## src/rtl/serial_add_sched.sv

```systemverilog
// ---------------------------------------------------------------------------
// serial_add_sched: round-robin scheduler sharing one LSB-first serial adder
// rev 1.0
// ---------------------------------------------------------------------------
`default_nettype none

module serial_add_sched #(
  parameter int WIDTH = 4
) (
  input  logic             clk,
  input  logic             rst,
  input  logic             req0_valid,
  input  logic [WIDTH-1:0] req0_a,
  input  logic [WIDTH-1:0] req0_b,
  output logic             req0_ready,
  input  logic             req1_valid,
  input  logic [WIDTH-1:0] req1_a,
  input  logic [WIDTH-1:0] req1_b,
  output logic             req1_ready,
  output logic             res_valid,
  output logic [WIDTH-1:0] res_sum,
  output logic             res_cout,
  output logic             res_id,
  input  logic             res_ready,
  output logic             busy
);

  localparam int CNT_W = (WIDTH > 2) ? $clog2(WIDTH) : 1;
  localparam logic [CNT_W-1:0] CNT_LAST = CNT_W'(WIDTH - 1);

  typedef enum logic [1:0] {
    S_IDLE  = 2'd0,
    S_SHIFT = 2'd1,
    S_DONE  = 2'd2
  } state_t;

  state_t           state_q;
  logic [WIDTH-1:0] a_q;
  logic [WIDTH-1:0] b_q;
  logic [WIDTH-1:0] sum_q;
  logic [WIDTH-1:0] res_sum_q;
  logic [CNT_W-1:0] cnt_q;
  logic             carry_q;
  logic             last_id_q;
  logic             res_valid_q;
  logic             res_cout_q;
  logic             res_id_q;

  logic             grant_w;
  logic             s_w;
  logic             carry_d;
  logic [WIDTH-1:0] sum_d;

  // With both requesters valid, the one not served last wins.
  always_comb begin
    grant_w = 1'b0;
    if (req0_valid && req1_valid) begin
      grant_w = ~last_id_q;
    end else if (req1_valid) begin
      grant_w = 1'b1;
    end
  end

  assign req0_ready = (state_q == S_IDLE) && !grant_w && req0_valid;
  assign req1_ready = (state_q == S_IDLE) &&  grant_w && req1_valid;

  assign s_w     = a_q[0] ^ b_q[0] ^ carry_q;
  assign carry_d = (a_q[0] & b_q[0]) | (a_q[0] & carry_q) | (b_q[0] & carry_q);
  assign sum_d   = {s_w, sum_q[WIDTH-1:1]};

  always_ff @(posedge clk or negedge rst) begin
    if (!rst) begin
      state_q     <= S_IDLE;
      a_q         <= '0;
      b_q         <= '0;
      sum_q       <= '0;
      res_sum_q   <= '0;
      cnt_q       <= '0;
      carry_q     <= 1'b0;
      last_id_q   <= 1'b1;
      res_valid_q <= 1'b0;
      res_cout_q  <= 1'b0;
      res_id_q    <= 1'b0;
    end else begin
      case (state_q)
        S_IDLE: begin
          if (req0_ready || req1_ready) begin
            a_q       <= req1_ready ? req1_a : req0_a;
            b_q       <= req1_ready ? req1_b : req0_b;
            res_id_q  <= req1_ready;
            last_id_q <= req1_ready;
            carry_q   <= 1'b0;
            cnt_q     <= '0;
            state_q   <= S_SHIFT;
          end
        end
        S_SHIFT: begin
          a_q     <= a_q >> 1;
          b_q     <= b_q >> 1;
          carry_q <= carry_d;
          sum_q   <= sum_d;
          cnt_q   <= cnt_q + CNT_W'(1);
          if (cnt_q == CNT_LAST) begin
            res_sum_q   <= sum_d;
            res_cout_q  <= carry_d;
            res_valid_q <= 1'b1;
            state_q     <= S_DONE;
          end
        end
        S_DONE: begin
          if (res_ready) begin
            res_valid_q <= 1'b0;
            state_q     <= S_IDLE;
          end
        end
        default: state_q <= S_IDLE;
      endcase
    end
  end

  assign res_valid = res_valid_q;
  assign res_sum   = res_sum_q;
  assign res_cout  = res_cout_q;
  assign res_id    = res_id_q;
  assign busy      = (state_q != S_IDLE);

endmodule

`default_nettype wire

```

## config.mk

```make
export PLATFORM = sky130hd
export DESIGN_NAME = serial_add_sched
export DESIGN_NICKNAME = d
export VERILOG_FILES = /design/src/rtl/serial_add_sched.sv
export SDC_FILE = /design/constraint.sdc
export NUM_CORES = 1
export LEC_CHECK = 0
export CAP_MARGIN = 5
export CORE_MARGIN = 10
export CORE_UTILIZATION = 50
export CTS_CLUSTER_DIAMETER = 50
export DETAILED_ROUTE_END_ITERATION = 8
export GPL_ROUTABILITY_DRIVEN = 0
export PLACE_DENSITY = 0.92
export RECOVER_POWER = 25
export SYNTH_ARGS = -nofsm -noshare
export SYNTH_HDL_FRONTEND = slang
export SYNTH_SLANG_ARGS = --single-unit
```

## constraint.sdc

```tcl
create_clock -name clk -period 1.9 [get_ports clk]
set_input_delay 0.285 -clock clk [delete_from_list [all_inputs] [get_ports clk]]
set_output_delay 0.285 -clock clk [all_outputs]
set_load 0.03 [all_outputs]
```

==> metrics <==
clock skew 0.0109 ns; Slew Limit Headroom 16.3%; worst-margin pin slew 1.26 ns; GRT overflow 0; Setup TNS 0 ns; DIE WIDTH 67.4 um; placed insts 167; drt first-iter violations 25; Net Count, Synth 131; fin crit period 1.79 ns; Crit Path Category register to output port; ys flop type dfrtp_1; sequential fraction of the synthesis area 53.7%; number of global-route vias before repair 988; Area Growth Syn to Fin 34.7%; buffers added on ports 30; hold_ws 0.492 ns; Initial Util 51.7%; register area 603 um2; DRC errors left 0; Sink Count 24; final setup margin 0.108 ns; first-pass GRT wire length 4.34 mm; io pins 31; endpoints failing setup 0; share of layout cells above drive strength 1 13.3%; Synth top area share 51.3%; Clock Pin Slew Worst Setup and Hold Paths 0.13 ns; Rows 17; CP max FO 7; CTS tree yes; Slew Viols, Final 0; number of synthesized flops with an enable pin 0; top post-synthesis cells by count 23 x dfrtp_1, 19 x nand2_1, 13 x o21ai_0; Final Total Pwr 2470 uW; Mapped Area 1120 um2; Worst setup EP type output port; final-stage net count 167; area leader, netlist dfrtp_1; antenna viol nets, final 0; Avg Vias per Cell 5.46; ant diodes 0; Power Dens Cells 1640 nW/um2; Achievable Freq 558 MHz; filler cell count in the final layout 181; Global Route Usage Sum 12.0%; Core Box Area 2170 um2; post-CTS setup buffers 0; Mapped Cells 108; Final Hold Viols 0; status completed; final period utilization 94.3%; Async SR Flop Fraction 100%; initial antenna violation count 0; dominant cells by area after synthesis dfrtp_1 51%, mux2i_1 7.1%, nand2_1 6.4%, o21ai_0 5.8%, o22ai_1 3.3%; H-tree depth 1; multi-input logic area 469 um2; total number of vias 933; Yosys warnings 0; CTS max path bufs 2; routed length per instance 14.7 um; die height 67.4 um; worst skew pair latency 0.32 ns; largest net degree at the start of global routing 25; CTS root buf clkbuf_4; pre-CTS setup slack 0.181 ns; Seq cells post-synth 24; Mean Syn Cell Area 10.4 um2; CP required 1.62 ns; Detail Placement HPWL 2.06 mm; final WL 2.52 mm; class of the worst hold path register to register; Post-Layout Cell Count 171; unrepaired setup endpoints after global routing no; die area 4540 um2; Leak 0.000709 uW; drt pass-1 iters 4; arrival time at the worst endpoint 1.51 ns; Distinct cells, synth 25; count leader, synth dfrtp_1; max-cap violations 0; Worst VDD drop 0.962 mV; TritonCTS Buffers 3; CP startpoint kind register
==> flip-flops by register name, indices dropped and copies added, names as in the netlist <==
name / cells
sum_q: 3
last_id_q: 1
b_q: 4
carry_q: 1
cnt_q: 2
a_q: 4
res_id: 1
res_sum: 4
state_q: 2
res_valid: 1
res_cout: 1
==> metrics by stage <==
step                      cell area (um2)  util, %
after floorplan                      1120        -
after global placement               1460     67.2
after detailed placement             1460     67.2
after CTS                            1510     69.6
after global routing                 1510     69.6
final                                1510     69.6
==> cell families (layout without fill, tap and decap cells) <==
kind of cell,Yosys count,in the layout,share of synthesized area [%]
compound gates,32,32,16.9
simple gates,29,29,11.9
flops,24,24,53.7
mux,11,11,10.2
buf+inv,10,45,4.46
fa+ha+maj,2,2,2.90
==> power by group <==
part	switching [uW]	total, uW	internal [uW]
combinational	674	1180	505
clock	158	372	213
sequential	160	919	759
total	993	2470	1480
==> worst paths after layout <==
kind	from	end	slack, ns	cells past startpoint
setup / recovery	state_q[1]	req0_ready	0.11	5
hold / removal	sum_q[1]	sum_q[1]	0.49	2
setup reg to reg	state_q[0]	res_sum[1]	0.51	4
hold reg to reg	sum_q[1]	sum_q[1]	0.49	2
max in group asynchronous	rst	state_q[1]	0.34	2
min in group asynchronous	rst	a_q[2]	0.73	2
==> worst max-delay path, cell delays in order, from the launching register on <==
cell     delay (ns)
dfrtp_2        0.47
nor2_2         0.13
buf_4          0.16
nand2_1        0.08
a21oi_1        0.17
buf_4          0.19
==> final cells by class <==
type / instances / area share [%]
well taps: 28 / 2.32
inverters: 7 / 1.74
repair buffers: 34 / 21.5
flip-flops and latches: 24 / 39.9
clock buffers: 3 / 1.49
multi-input cells: 74 / 31.1
clock inverters: 1 / 1.99
==> per-layer routing <==
layer	track usage (%)	vias up	part of all wire [%]
li1	-	448	-
met1	12.7	451	41
met2	21.8	32	50
met3	4.96	2	9.0
met4	2.31	0	0.48
met5	0	-	0
==> cells in the final DEF, fill, tap and decap left out, drive strengths merged <==
master and count:
and2b 1, nand3 2, nand2b 1, clkdlybuf4s50 26, ha 1, fa 1
nor2 3, mux2i 8, o21ai 13, dfrtp 23, a21oi 7, nor3 1
clkbuf 4, mux2 3, dfstp 1, dlymetal6s2s 1, inv 7, nand2 21
o22ai 6, bufinv 1, dlygate4sd3 1, o21a 1, a31oi 4, buf 5
a21boi 1
==> repair_timing <==
item,4_1_cts,5_1_grt
hold buffers,0,0
setup endpoints to repair,0,2
resized for setup,0,2
(Power assumes the default switching activity.)
